File: src/rtl/controller_pkg.sv
// Shared encodings for the multicycle MIPS controller: opcodes, funct
// codes, FSM states, aluop and alucontrol values.
package controller_pkg;

  localparam logic [5:0] OP_RTYPE = 6'b000000;
  localparam logic [5:0] OP_LW    = 6'b100011;
  localparam logic [5:0] OP_SW    = 6'b101011;
  localparam logic [5:0] OP_BEQ   = 6'b000100;
  localparam logic [5:0] OP_ADDI  = 6'b001000;
  localparam logic [5:0] OP_J     = 6'b000010;
  localparam logic [5:0] OP_BNE   = 6'b000101;

  localparam logic [5:0] F_ADD = 6'b100000;
  localparam logic [5:0] F_SUB = 6'b100010;
  localparam logic [5:0] F_AND = 6'b100100;
  localparam logic [5:0] F_OR  = 6'b100101;
  localparam logic [5:0] F_SLT = 6'b101010;

  typedef enum logic [3:0] {
    S_FETCH   = 4'd0,
    S_DECODE  = 4'd1,
    S_MEMADR  = 4'd2,
    S_MEMRD   = 4'd3,
    S_MEMWB   = 4'd4,
    S_MEMWR   = 4'd5,
    S_RTYPEEX = 4'd6,
    S_RTYPEWB = 4'd7,
    S_BEQEX   = 4'd8,
    S_ADDIEX  = 4'd9,
    S_ADDIWB  = 4'd10,
    S_JEX     = 4'd11,
    S_BNEEX   = 4'd12
  } state_e;

  typedef enum logic [1:0] {
    ALUOP_ADD   = 2'b00,
    ALUOP_SUB   = 2'b01,
    ALUOP_FUNCT = 2'b10,
    ALUOP_RSV   = 2'b11
  } aluop_e;

  localparam logic [3:0] ALU_AND = 4'b0000;
  localparam logic [3:0] ALU_OR  = 4'b0001;
  localparam logic [3:0] ALU_ADD = 4'b0010;
  localparam logic [3:0] ALU_SUB = 4'b0110;
  localparam logic [3:0] ALU_SLT = 4'b0111;

endpackage

File: src/rtl/controller_if.sv
// Controller <-> datapath bundle. master = datapath side, slave = controller.
interface controller_if;
  logic [5:0] op;
  logic [5:0] funct;
  logic       zero;
  logic       pcen;
  logic       memwrite;
  logic       irwrite;
  logic       regwrite;
  logic       alusrca;
  logic       iord;
  logic       memtoreg;
  logic       regdst;
  logic [1:0] alusrcb;
  logic [1:0] pcsrc;
  logic [3:0] alucontrol;

  modport master (
    output op, funct, zero,
    input  pcen, memwrite, irwrite, regwrite, alusrca, iord, memtoreg,
           regdst, alusrcb, pcsrc, alucontrol
  );

  modport slave (
    input  op, funct, zero,
    output pcen, memwrite, irwrite, regwrite, alusrca, iord, memtoreg,
           regdst, alusrcb, pcsrc, alucontrol
  );
endinterface

File: src/rtl/alu_decoder.sv
// Combinational ALU decoder: aluop + funct -> alucontrol.
module alu_decoder
  import controller_pkg::*;
(
  input  aluop_e     aluop,
  input  logic [5:0] funct,
  output logic [3:0] alucontrol
);

  // aluop picks add/sub directly; only the R-type class looks at funct
  always_comb begin
    alucontrol = ALU_ADD;
    case (aluop)
      ALUOP_SUB:   alucontrol = ALU_SUB;
      ALUOP_FUNCT: begin
        case (funct)
          F_ADD:   alucontrol = ALU_ADD;
          F_SUB:   alucontrol = ALU_SUB;
          F_AND:   alucontrol = ALU_AND;
          F_OR:    alucontrol = ALU_OR;
          F_SLT:   alucontrol = ALU_SLT;
          default: alucontrol = ALU_ADD;
        endcase
      end
      default:     alucontrol = ALU_ADD;
    endcase
  end

endmodule

File: src/rtl/controller.sv
// Multicycle MIPS control unit: Moore main FSM + ALU decoder.
// Optional macro CTRL_BNE_EN adds the bne instruction (state BNEEX).
module controller
  import controller_pkg::*;
(
  input  logic        clk,
  input  logic        reset,
  controller_if.slave bus
);

  state_e state_q, state_d;
  state_e out_s;
  aluop_e aluop;
  logic   pcwrite, branch, branchne;
  logic   irwrite_c, memwrite_c, regwrite_c;

  // state register, synchronous active-low reset back to FETCH
  always_ff @(posedge clk) begin
    if (!reset) state_q <= S_FETCH;
    else        state_q <= state_d;
  end

  // next-state logic
  always_comb begin
    state_d = S_FETCH;
    case (state_q)
      S_FETCH:   state_d = S_DECODE;
      S_DECODE: begin
        case (bus.op)
          OP_LW, OP_SW: state_d = S_MEMADR;
          OP_RTYPE:     state_d = S_RTYPEEX;
          OP_BEQ:       state_d = S_BEQEX;
          OP_ADDI:      state_d = S_ADDIEX;
          OP_J:         state_d = S_JEX;
`ifdef CTRL_BNE_EN
          OP_BNE:       state_d = S_BNEEX;
`endif
          default:      state_d = S_FETCH;
        endcase
      end
      S_MEMADR:  state_d = (bus.op == OP_LW) ? S_MEMRD : S_MEMWR;
      S_MEMRD:   state_d = S_MEMWB;
      S_RTYPEEX: state_d = S_RTYPEWB;
      S_ADDIEX:  state_d = S_ADDIWB;
      default:   state_d = S_FETCH;
    endcase
  end

  // While reset is low the outputs look like FETCH (write enables masked below)
  assign out_s = reset ? state_q : S_FETCH;

  // per-state Moore outputs, everything defaults to 0
  always_comb begin
    irwrite_c   = 1'b0;
    memwrite_c  = 1'b0;
    regwrite_c  = 1'b0;
    pcwrite     = 1'b0;
    branch      = 1'b0;
    branchne    = 1'b0;
    aluop       = ALUOP_ADD;
    bus.alusrca  = 1'b0;
    bus.iord     = 1'b0;
    bus.memtoreg = 1'b0;
    bus.regdst   = 1'b0;
    bus.alusrcb  = 2'b00;
    bus.pcsrc    = 2'b00;
    case (out_s)
      S_FETCH: begin
        irwrite_c   = 1'b1;
        pcwrite     = 1'b1;
        bus.alusrcb = 2'b01;
      end
      S_DECODE:  bus.alusrcb = 2'b11;
      S_MEMADR: begin
        bus.alusrca = 1'b1;
        bus.alusrcb = 2'b10;
      end
      S_MEMRD:   bus.iord = 1'b1;
      S_MEMWB: begin
        bus.memtoreg = 1'b1;
        regwrite_c   = 1'b1;
      end
      S_MEMWR: begin
        bus.iord   = 1'b1;
        memwrite_c = 1'b1;
      end
      S_RTYPEEX: begin
        bus.alusrca = 1'b1;
        aluop       = ALUOP_FUNCT;
      end
      S_RTYPEWB: begin
        bus.regdst = 1'b1;
        regwrite_c = 1'b1;
      end
      S_BEQEX: begin
        bus.alusrca = 1'b1;
        aluop       = ALUOP_SUB;
        bus.pcsrc   = 2'b01;
        branch      = 1'b1;
      end
      S_ADDIEX: begin
        bus.alusrca = 1'b1;
        bus.alusrcb = 2'b10;
      end
      S_ADDIWB:  regwrite_c = 1'b1;
      S_JEX: begin
        bus.pcsrc = 2'b10;
        pcwrite   = 1'b1;
      end
`ifdef CTRL_BNE_EN
      S_BNEEX: begin
        bus.alusrca = 1'b1;
        aluop       = ALUOP_SUB;
        bus.pcsrc   = 2'b01;
        branchne    = 1'b1;
      end
`endif
      default: ;
    endcase
  end

  // enables are gated by reset so nothing commits while the core is held
  assign bus.pcen     = reset & (pcwrite | (branch & bus.zero) | (branchne & ~bus.zero));
  assign bus.irwrite  = reset & irwrite_c;
  assign bus.memwrite = reset & memwrite_c;
  assign bus.regwrite = reset & regwrite_c;

  alu_decoder u_alu_decoder (
    .aluop      (aluop),
    .funct      (bus.funct),
    .alucontrol (bus.alucontrol)
  );

endmodule

File: src/flat_wrapper.sv
// flat-port wrapper written by rule: the top's interface ports become plain ports
module controller_flat import controller_pkg::*;
  (clk, reset, bus_op, bus_funct, bus_zero, bus_pcen, bus_memwrite, bus_irwrite, bus_regwrite, bus_alusrca, bus_iord, bus_memtoreg, bus_regdst, bus_alusrcb, bus_pcsrc, bus_alucontrol);
  controller_if bus_i ();
  input  logic clk;
  input  logic reset;
  input wire logic [$bits(bus_i.op)-1:0] bus_op;
  input wire logic [$bits(bus_i.funct)-1:0] bus_funct;
  input wire logic [$bits(bus_i.zero)-1:0] bus_zero;
  output wire logic [$bits(bus_i.pcen)-1:0] bus_pcen;
  output wire logic [$bits(bus_i.memwrite)-1:0] bus_memwrite;
  output wire logic [$bits(bus_i.irwrite)-1:0] bus_irwrite;
  output wire logic [$bits(bus_i.regwrite)-1:0] bus_regwrite;
  output wire logic [$bits(bus_i.alusrca)-1:0] bus_alusrca;
  output wire logic [$bits(bus_i.iord)-1:0] bus_iord;
  output wire logic [$bits(bus_i.memtoreg)-1:0] bus_memtoreg;
  output wire logic [$bits(bus_i.regdst)-1:0] bus_regdst;
  output wire logic [$bits(bus_i.alusrcb)-1:0] bus_alusrcb;
  output wire logic [$bits(bus_i.pcsrc)-1:0] bus_pcsrc;
  output wire logic [$bits(bus_i.alucontrol)-1:0] bus_alucontrol;
  assign bus_i.op = bus_op;
  assign bus_i.funct = bus_funct;
  assign bus_i.zero = bus_zero;
  assign bus_pcen = bus_i.pcen;
  assign bus_memwrite = bus_i.memwrite;
  assign bus_irwrite = bus_i.irwrite;
  assign bus_regwrite = bus_i.regwrite;
  assign bus_alusrca = bus_i.alusrca;
  assign bus_iord = bus_i.iord;
  assign bus_memtoreg = bus_i.memtoreg;
  assign bus_regdst = bus_i.regdst;
  assign bus_alusrcb = bus_i.alusrcb;
  assign bus_pcsrc = bus_i.pcsrc;
  assign bus_alucontrol = bus_i.alucontrol;
  controller u_core (.clk(clk), .reset(reset), .bus(bus_i));
endmodule
File: config.mk
export PLATFORM = sky130hd
export DESIGN_NAME = controller_flat
export DESIGN_NICKNAME = d
export VERILOG_FILES = /design/src/rtl/controller_pkg.sv /design/src/rtl/controller_if.sv /design/src/rtl/alu_decoder.sv /design/src/rtl/controller.sv /design/src/flat_wrapper.sv
export SDC_FILE = /design/constraint.sdc
export NUM_CORES = 1
export LEC_CHECK = 0
export CORE_MARGIN = 5
export CORE_UTILIZATION = 30
export CTS_BUF_LIST = sky130_fd_sc_hd__clkbuf_8
export CTS_CLUSTER_SIZE = 12
export DETAILED_ROUTE_END_ITERATION = 6
export PLACE_DENSITY = 0.74
export SLEW_MARGIN = 15
export SYNTH_ARGS = -nofsm -noshare
export SYNTH_HDL_FRONTEND = slang
export SYNTH_SLANG_ARGS = --single-unit
File: constraint.sdc
create_clock -name clk -period 1.9 [get_ports clk]
set_clock_uncertainty 0.2 [all_clocks]
set_input_delay 0.285 -clock clk [delete_from_list [all_inputs] [get_ports clk]]
set_output_delay 0.285 -clock clk [all_outputs]
set_load 0.02 [all_outputs]
---- After elaboration in Yosys (flattened, before gate mapping) ----
Cells that the tools add are included.
storage, ports and cells
  bits in registers ....................... 4
  bits of input ports ..................... 15
  output and inout port bits .............. 16
operators by class
  eq/ne operators ......................... 27
  muxes and demuxes ....................... 18
  bitwise operators ....................... 6
  reductions and logical operators ........ 9
operators with widths
  kind                                                             number
  6-bit == test, second input constant                             6
  4-bit case mux with 6 select lines                               1
  4-bit by 3-bit == test with 1-bit output, second input constant  5
  4-bit == test, second input constant                             5
  4-bit case mux with 5 select lines                               1
  4-bit by 2-bit == test with 1-bit output, second input constant  4
  3-bit case mux with 4 select lines                               1
  1-bit two-way mux                                                9
  4-bit by 1-bit == test with 1-bit output, second input constant  2
  4-bit zero test                                                  2
  2-bit case mux with 2 select lines                               2
  2-bit OR reduction                                               4
  6-bit by 2-bit == test with 1-bit output, second input constant  1
  6-bit by 3-bit == test with 1-bit output, second input constant  1
  6-bit by 4-bit == test with 1-bit output, second input constant  1
  6-bit zero test                                                  1
  2-bit case mux with 3 select lines                               1
  3-bit case mux with 2 select lines                               1
  1-bit AND                                                        5
  4-bit two-way mux                                                1
  4-bit OR reduction                                               1
  3-bit two-way mux                                                1
  3-bit OR reduction                                               1
  2-bit by 1-bit == test with 1-bit output, second input constant  1
  other kinds (2)                                                  2

---- Logic depth before layout (Yosys ltp) ----
  depth in word-level cells ............... 6
  gate-level depth with buffers ........... 8

---- Cells and area by module ----
From an unflattened synthesis, not the netlist that was laid out.
unflattened totals
  cells, all modules ...................... 85
  area total of the unflattened synthesis .. 599.3 sq um
by module, submodules not included
  module       instances  cells an instance  area an instance (sq um)
  controller   1          68                 469.2
  alu_decoder  1          17                 130.1

---- Worst setup path before layout ----
Ideal clock, no wire load.
  path kind ............................... register -> output
  from .................................... register u_core.state_q[3]
  to ...................................... output port bus_alucontrol[0]
  arrival ................................. 1,782 ps
  data required time ...................... 1,415 ps
  slack ................................... -367 ps
  cell stages (with the launch flop) ...... 7
  cell sequence ........................... dfxtp_1 -> clkbuf_1 -> nand2b_1 -> nor2_1 -> nand3_1 -> ha_1 -> nor3_1
between the ends
  longest elaborated chain between the ends .. 5
  elaborated cells between the ends (all ways) .. 7
  classes of those cells .................. eq/ne (4); mux (3)
ends and longest elaborated chain
  element                                                                    RTL line            RTL
  start: declaration                                                         controller.sv:11    state_e state_q, state_d;
  start signal: assignment                                                   controller.sv:20    else state_q <= state_d;
  4-bit two-way mux *                                                        controller.sv:50    assign out_s = reset ? state_q : S_FETCH;
  4-bit == test or 4-bit by 3-bit == test with 1-bit output (tied branches)  controller.sv:67    case (out_s)
  2-bit case mux with 2 select lines *                                       controller.sv:67
  2-bit == test or 2-bit by 1-bit == test with 1-bit output (tied branches)  alu_decoder.sv:13   case (aluop)
  3-bit case mux with 2 select lines *                                       alu_decoder.sv:13
  end: declaration                                                           flat_wrapper.sv:20  output wire logic [$bits(bus_i.alucontrol)-1:0] bus_alucontrol;
Mark *: on every way between the ends. The rest lies on a longest branch, timed or not.

---- Worst setup path in the final report ----
  from .................................... register u_core.state_q[2]
  to ...................................... output port bus_alucontrol[1]
Same word-level chain as after synthesis.

==> impl_metrics.csv <==
group,metric,value,unit
clocking,cts_buffers,3,
floorplanning,ios,31,
placed_design,dp.cells,155,
power,vdd_drop_max,0.000596,V
sta,timing.fmax,476,MHz
sta,slew_violations,0,
clocking,path_clk_slew,0.03,ns
clocking,root_buffer,"clkbuf_8",
synth,synthesis.area,534,um^2
route,drcViolationCount,0,
sta,finalSetupTns,-0.632,ns
global_routing,grt_usage,0.156,
outcome,status,"complete, but fails checks",
clocking,htreeDepth,1,
critical_path,worstSetupStartpointType,"register",
finish,mostFrequentLayoutCell,"buf_4",
power,finalPower,0.405,mW
sta,rsz0062_at_grt,"true",
route,ant_nets,0,
floorplanning,die-area,2720,um^2
critical_path,critPathMaxFanout,3,
synth,ys_types,36,
run,drv_cap,0,
global_routing,antenna_found_initial,0,
outcome,violations,"negative setup slack",
finish,num-fill-cells,129,
floorplanning,initial_core_util,0.313,
placed_design,place_area,1070,um^2
floorplanning,die_w,52.2,um
finish,top_regs,"u_core.state_q: 4 flops",
sta,fin_ws,-0.200,ns
critical_path,cp-end-kind,"output pin",
clocking,clk_latency,0.21,ns
sta,layout_min_cycle_time,2.10,ns
placed_design,routabilityCongestion,0.908,
floorplanning,die_y,52.2,um
synth,synth_warnings,0,
finish,largest_reg_flops,4,
synth,synth_cells,79,
route,routedWlPerCell,13.4,um
sta,hold_violations,0,
critical_path,crit_type,"register to output pin",
synth,avgSynthCellArea,6.76,um^2
finish,diodes,0,
clocking,cts_buffer_depth,2,
route,drt-total-wl,2160,um
route,via_count,806,
clocking,cts_tree,"built",
critical_path,cp_data_arrival_time,1.62,ns
finish,design_area,1220,um^2
global_routing,overflow,0,
finish,regMostFlops,"u_core.state_q",
power,pwr_density_cell,333,nW/um^2
synth,synth_edf_count,0,
global_routing,grt_pass1_vias,798,
floorplanning,coreArea,1710,um^2
finish,syn_to_final_growth,128,%
placed_design,hpwl,1600,um
synth,ys_seq_area_frac,0.150,
floorplanning,row_count,15,
finish,instances_no_fill,161,
global_routing,grt_pass1_wl,3280,um
route,vias_per_cell,5.01,
clocking,cts.sinks,4,
sta,fin_crit_sh,1.11,
global_routing,grt_max_degree,12,
sta,setup_violations,6,
synth,synth_ff_type,"dfxtp_1",
finish,drive_above_1_share,0.515,
synth,synth_nets,97,
finish,fin_nets,156,
min_path,hp-class,"register to register",
synth,ys_ff_latch,4,
critical_path,crit_required,1.41,ns
synth,ys_async_sr_fraction,0,
route,drt_iter0_drc,12,
placed_design,io_buffers,29,
power,power.leakage,0.545,nW
finish,layout_common_cells,"buf_4, clkdlybuf4s50_1, buf_6",
route,first_pass_iters,4,
## routing by layer
| layer | global-route usage | vias up | part of all wire |
|---|---|---|---|
| met3 | 0.0313 | 2 | 0.043 |
| met4 | 0.0511 | 0 | 0.0097 |
| li1 | - | 405 | - |
| met5 | 0 | - | 0 |
| met1 | 0.169 | 378 | 0.40 |
| met2 | 0.297 | 21 | 0.55 |
## power breakdown
part | internal [mW] | switching, mW
sequential | 0.0859 | 0.00557
clock | 0.135 | 0.0398
combinational | 0.0792 | 0.0602
## stage by stage
stage	util	hold slack, ns	setup slack (ns)
finish	0.714	0.426	-0.200
global route	0.714	0.440	-0.281
CTS	0.680	0.416	-0.246
detailed placement	0.624	0.455	-0.932
global placement	0.624	0.452	-0.883
floorplan	-	0.239	-0.154
## logic make-up after synthesis
family | after synthesis | share of synthesized area
fa+ha+maj | 3 | 0.0703
compound gates | 21 | 0.267
buf+inv | 10 | 0.0796
flops | 4 | 0.150
xor+xnor | 3 | 0.0492
simple gates | 37 | 0.377
other cells | 1 | 0.00702
## area by class of cell
type	instances	area, um^2	share of cell area
flip-flops and latches	4	90.1	0.0739
clock buffers	3	41.3	0.0339
well taps	25	31.3	0.0257
repair buffers	59	509	0.418
multi-input cells	65	528	0.433
inverters	5	18.8	0.0154
## worst paths after layout
check	cells past startpoint	slack [ns]	start	to
hold / removal	2	0.43	u_core.state_q[0]	u_core.state_q[0]
setup reg to reg	5	0.21	u_core.state_q[0]	u_core.state_q[2]
setup / recovery	7	-0.20	u_core.state_q[2]	bus_alucontrol[1]
hold reg to reg	2	0.43	u_core.state_q[0]	u_core.state_q[0]
## critical path: stages, from the launching register on
cell     delay, ns
dfxtp_2       0.33
nor2b_4       0.13
nand2_2       0.09
nor3_4        0.15
inv_1         0.12
ha_4          0.19
a211o_1       0.26
buf_6         0.13
## synthesized netlist by cell type, types with 2 or more instances
cell type | count | share of area
nand3_1 | 3 | 0.028
o21ai_0 | 6 | 0.056
or3_1 | 2 | 0.023
a211o_1 | 2 | 0.033
nor2b_1 | 3 | 0.035
and3_1 | 2 | 0.023
nor3_1 | 5 | 0.047
ha_1 | 3 | 0.070
xor2_1 | 2 | 0.033
dfxtp_1 | 4 | 0.15
nor4_1 | 2 | 0.023
nand2_1 | 6 | 0.042
nor3b_1 | 2 | 0.028
inv_1 | 5 | 0.035
nor2_1 | 7 | 0.049
clkbuf_1 | 3 | 0.021
a21oi_1 | 3 | 0.028
## timing repair
item / CTS / global route
hold buffers: 0 / 0
gates cloned: 0 / 0
pin swaps: 6 / 8
gates resized for setup: 79 / 24
buffers inserted: 2 / 1
endpoints found under the setup margin: 17 / 11
Note: power is estimated with default switching activity, not from simulation.
